<file path="src/rtl/serial_arith_pkg.sv">
// Shared types and helpers for the bit-serial arithmetic blocks.
// Latency: n/a (declarations only).
// Backpressure: n/a.
package serial_arith_pkg;

  // Control states of the serial sequencer.
  typedef enum logic [1:0] {
    IDLE = 2'd0,
    RUN  = 2'd1,
    DONE = 2'd2
  } state_t;

  // Width of a bit counter that indexes 0 .. width-1.
  function automatic int cnt_width(input int width);
    return $clog2(width);
  endfunction

endpackage

</file>
<file path="src/rtl/fs.sv">
// One-bit full subtractor cell: d = x - y - bi, with borrow-out bo.
// Latency: purely combinational.
// Backpressure: none.
// Ports: x minuend bit, y subtrahend bit, bi borrow-in; d difference bit, bo borrow-out.
module fs (
  input  logic x,
  input  logic y,
  input  logic bi,
  output logic d,
  output logic bo
);

  assign d  = x ^ y ^ bi;
  // Borrow when y exceeds x outright, or when they are equal and a borrow is pending.
  assign bo = (~x & y) | (~(x ^ y) & bi);

endmodule

</file>
<file path="src/rtl/serial_subtractor.sv">
// Bit-serial subtractor: diff = a - b - bin, LSB first, one bit per clock through one fs cell.
// Latency: start accepted at edge E0, valid high in the cycle after edge E_WIDTH; one result per WIDTH+2 cycles.
// Backpressure: ready is high only in IDLE; start outside IDLE is ignored, valid is a one-cycle pulse.
// Ports: clk, rst_n (async active-low); start/a/b/bin request; ready, valid, diff, bout, ovf results.
module serial_subtractor
  import serial_arith_pkg::*;
#(
  parameter int WIDTH = 4
) (
  input  logic             clk,
  input  logic             rst_n,
  input  logic             start,
  input  logic [WIDTH-1:0] a,
  input  logic [WIDTH-1:0] b,
  input  logic             bin,
  output logic             ready,
  output logic             valid,
  output logic [WIDTH-1:0] diff,
  output logic             bout,
  output logic             ovf
);

  localparam int CW = cnt_width(WIDTH);

  state_t           state_q;
  state_t           state_d;
  logic [CW-1:0]    cnt_q;
  logic [WIDTH-1:0] a_q;
  logic [WIDTH-1:0] b_q;
  logic             br_q;
  // Only WIDTH-1 partial bits need storing: the bit produced on the final
  // edge is taken straight from the cell into the output register.
  logic [WIDTH-2:0] sh_q;
  logic [WIDTH-1:0] diff_q;
  logic             bout_q;
  logic             ovf_q;

  logic             bit_a;
  logic             bit_b;
  logic             cell_d;
  logic             cell_bo;
  logic             last_bit;
  logic [WIDTH-1:0] sh_next;

  assign bit_a    = a_q[cnt_q];
  assign bit_b    = b_q[cnt_q];
  assign last_bit = (cnt_q == CW'(WIDTH - 1));
  // New bit enters at the MSB side; after WIDTH shifts bit 0 sits in position 0.
  assign sh_next  = {cell_d, sh_q};

  fs u_fs (
    .x  (bit_a),
    .y  (bit_b),
    .bi (br_q),
    .d  (cell_d),
    .bo (cell_bo)
  );

  // State register.
  always_ff @(posedge clk or negedge rst_n) begin
    if (!rst_n) begin
      state_q <= IDLE;
    end else begin
      state_q <= state_d;
    end
  end

  // Next-state logic.
  always_comb begin
    state_d = state_q;
    case (state_q)
      IDLE:    if (start)    state_d = RUN;
      RUN:     if (last_bit) state_d = DONE;
      DONE:    state_d = IDLE;
      default: state_d = IDLE;
    endcase
  end

  // Operand capture, serial datapath and result registers.
  always_ff @(posedge clk or negedge rst_n) begin
    if (!rst_n) begin
      cnt_q  <= '0;
      a_q    <= '0;
      b_q    <= '0;
      br_q   <= 1'b0;
      sh_q   <= '0;
      diff_q <= '0;
      bout_q <= 1'b0;
      ovf_q  <= 1'b0;
    end else begin
      case (state_q)
        IDLE: begin
          if (start) begin
            a_q   <= a;
            b_q   <= b;
            br_q  <= bin;
            cnt_q <= '0;
            sh_q  <= '0;
          end
        end
        RUN: begin
          sh_q <= sh_next[WIDTH-1:1];
          br_q <= cell_bo;
          if (last_bit) begin
            cnt_q  <= '0;
            diff_q <= sh_next;
            bout_q <= cell_bo;
            // Signed overflow: operand signs differ and the result sign
            // disagrees with the minuend.
            ovf_q  <= (a_q[WIDTH-1] ^ b_q[WIDTH-1]) & (cell_d ^ a_q[WIDTH-1]);
          end else begin
            cnt_q <= cnt_q + CW'(1);
          end
        end
        default: begin
        end
      endcase
    end
  end

  assign ready = (state_q == IDLE);
  assign valid = (state_q == DONE);
  assign diff  = diff_q;
  assign bout  = bout_q;
  assign ovf   = ovf_q;

endmodule

</file>
<file path="config.mk">
export PLATFORM = sky130hd
export DESIGN_NAME = serial_subtractor
export DESIGN_NICKNAME = d
export VERILOG_FILES = /design/src/rtl/serial_arith_pkg.sv /design/src/rtl/fs.sv /design/src/rtl/serial_subtractor.sv
export SDC_FILE = /design/constraint.sdc
export NUM_CORES = 1
export LEC_CHECK = 0
export ABC_CLOCK_PERIOD_IN_PS = 3750
export CORE_MARGIN = 5
export CORE_UTILIZATION = 30
export DETAILED_ROUTE_END_ITERATION = 16
export RECOVER_POWER = 50
export SLEW_MARGIN = 15
export SYNTH_ARGS = -nofsm -noshare
export SYNTH_HDL_FRONTEND = slang
export SYNTH_SLANG_ARGS = --single-unit
</file>
<file path="constraint.sdc">
create_clock -name clk -period 3.75 [get_ports clk]
set_input_delay 0.75 -clock clk [delete_from_list [all_inputs] [get_ports clk]]
set_output_delay 0.75 -clock clk [all_outputs]
set_load 0.005 [all_outputs]
</file>
==> metrics <==
first-pass GRT wire length=a little under 3000 microns; Tightest Hold Check Type=reg2reg; worst vdd ir=0.254 mV; clock sink count=22; fillers=between 300 and 400; Crit. Startpoint=state_q[0]$_DFFE_PN0P_; H-tree levels=1; Syn Area/Cell=~15 sq um; fin crit share=roughly three fifths; Port Buffers=19; Worst Path Arrival=about 1.4 ns; Leakage Power=roughly 0.55 nW; Peak Freq=~0.46 GHz; worst-path fanout max=8; grt ovf=0; row cnt=21; Worst-Skew Late Latency=0.31 ns; DRT Pass-1 Iters=4; area added between synthesis and finish=24.0%; die area=4600 sq um; initial antenna violation count=0; Synth Instances=between 60 and 70; number of setup buffers added after CTS=0; count of pins over their slew limit=0; I/O pin cnt=20; Final min period=2.18 ns; worst-margin pin slew=between 0.9 and 1 ns; Iter 0 DRT Violations=14; Final Hold Vio Count=0; Setup TNS=0 ns; CORE AREA=roughly 3300 sq um; Post-DRT Antenna Nets=0; Root Buffer=clkbuf_4; CTS tree=yes; Antenna Cells=0; CTS clk-pin slew, worst paths=~0.12 ns; maximum root-to-sink buffer count=2; worst-case reg-to-reg path depth=5; post-route insts no fill=136; initial core utilization=between 30% and 40%; routed vias=593; WP data required=3.00 ns; synthesized area=1000 sq um; vias in the first global route=between 600 and 700; CTS Hold Bufs=0; DRC=0; Mapped Nets=83; Min-Delay Path Depth=2; Slew headroom=between 30% and 40%; GRT Util Overall=8.69%; Reg-to-Reg Start=cnt_q[0]$_DFFE_PN0P_; Pwr Total=about 1.1 mW; synth unique cells=23; largest net degree at the start of global routing=23; sequential area share after synthesis=between 50% and 60%; RSZ-0062 raised after global routing=false; Setup WS post-layout=approximately 1.6 ns; Max Clock Skew=between 0.008 and 0.009 ns; post-CTS sizing=0; dpl hpwl=1260 microns; RD Place Congestion=~0.75; dpl cells=132; Power Dens Cells=roughly 860 nW/um^2; Routed WL per cell=12.2 microns; # nets final=approximately 110; drt total wl=approximately 1700 microns; layout cells sized above 1=16.7%; crit path kind=reg2out; status=finished clean; Max Cap Violations=0; multi-input logic area=between 300 and 400 sq um; CTS Buf Count=3; Yosys reg bits=22; Yosys Warn Count=0; HP Start=ovf$_DFFE_PN0P_; Startpoint Class=flip-flop; CP Capture Type=output port; Vias/cell=about 4.4; Die Wd=67.8 microns; Vert. Die Dim=around 68 microns; area taken by flip-flops and latches=between 500 and 600 sq um; Setup WS pre-CTS=between 1.5 and 2 ns; Setup Viol. Count Final=0
-- area by class of cell --
class / count / area share (%)
inverter: 4 / 1.21
sequential: 22 / 44.3
timing repair buffer: 19 / 15.3
multi-input combinational: 41 / 30.3
clock inverter: 1 / 2.42
clock buffer: 3 / 1.81
tap: 46 / 4.63
-- cells in the final DEF (no fill, tap or decap), drive strengths merged --
cell type / netlist / layout
a21oi: 3 / 3
a22o: 5 / 5
and2: 1 / 1
and2b: 1 / 1
and3b: 1 / 1
bufinv: 0 / 1
clkbuf: 0 / 3
clkdlybuf4s50: 0 / 17
dfrtp: 22 / 22
dlygate4sd3: 0 / 2
fa: 1 / 1
ha: 1 / 1
inv: 4 / 4
mux2: 12 / 12
mux2i: 1 / 1
mux4: 2 / 2
nand2: 3 / 3
nand3b: 1 / 1
nor2: 4 / 4
nor2b: 1 / 1
o21ai: 2 / 2
o21bai: 1 / 1
or3b: 1 / 1
-- cells in the mapped netlist (all sizes together) --
| master | count | share of area (%) |
|---|---|---|
| and2b | 1 | 0.75 |
| nor2b | 1 | 0.62 |
| o21ai | 2 | 1.0 |
| mux2i | 1 | 1.0 |
| mux4 | 2 | 4.5 |
| nand2 | 3 | 1.1 |
| dfrtp | 22 | 55 |
| nor2 | 4 | 1.7 |
| a22o | 5 | 4.4 |
| a21oi | 3 | 1.5 |
| inv | 4 | 1.5 |
| fa | 1 | 2.0 |
| and2 | 1 | 0.87 |
| buf | 2 | 1.9 |
| or3b | 1 | 0.87 |
| o21bai | 1 | 0.75 |
| ha | 1 | 1.2 |
| mux2 | 12 | 16 |
| nand3b | 1 | 2.0 |
| and3b | 1 | 0.87 |
-- registers in the layout, indices dropped and copies added, names as in the netlist --
signal / cells
b_q: 4
br_q: 1
diff: 4
ovf: 1
state_q: 2
a_q: 4
sh_q: 3
bout: 1
cnt_q: 2
-- cells by family (layout without fill, tap and decap cells) --
logic type | Yosys count | count (layout) | share of synthesized area [%]
flip-flops | 22 | 22 | 54.9
multiplexers | 15 | 15 | 22.0
AND/OR/NAND/NOR | 13 | 13 | 8.87
AO/OA/AOI/OAI | 11 | 11 | 7.62
buffers and inverters | 6 | 27 | 3.37
adder cells (fa/ha/maj) | 2 | 2 | 3.25
-- worst max-delay path, cell delays in order, from the launching register on --
cell	delay (ns)
dfrtp_1	0.49
nor2b_1	0.13
clkdlybuf4s50_1	0.50
-- layer usage --
metal	GRT usage, %	share of wire (%)
met5	0	0
met3	3.00	6.2
met2	13.2	44
met4	4.47	2.2
met1	10.8	48
-- through the flow --
step,utilization (%),hold slack (ns),area [sq um]
after CTS,39.1,0.503,1280
final,37.8,0.493,1240
after global routing,37.8,0.513,1240
after detailed placement,37.5,0.473,1230
after global placement,37.5,0.466,1230
after floorplan,-,0.454,1000
-- power breakdown --
group          total (mW)  leakage [nW]  internal, mW  switching [mW]
logic               0.448         0.250         0.273           0.175
registers           0.435         0.268         0.350          0.0851
clock network       0.181        0.0279         0.108          0.0729
-- worst paths after layout --
path / endpoint / slack [ns]
hold reg to reg: ovf$_DFFE_PN0P_ / 0.49
setup reg to reg: ovf$_DFFE_PN0P_ / 1.67
setup / recovery: valid / 1.57
hold / removal: ovf$_DFFE_PN0P_ / 0.49
min in group asynchronous: bout$_DFFE_PN0P_ / 1.02
max in group asynchronous: b_q[2]$_DFFE_PN0P_ / 2.14
(Power assumes the default switching activity.)
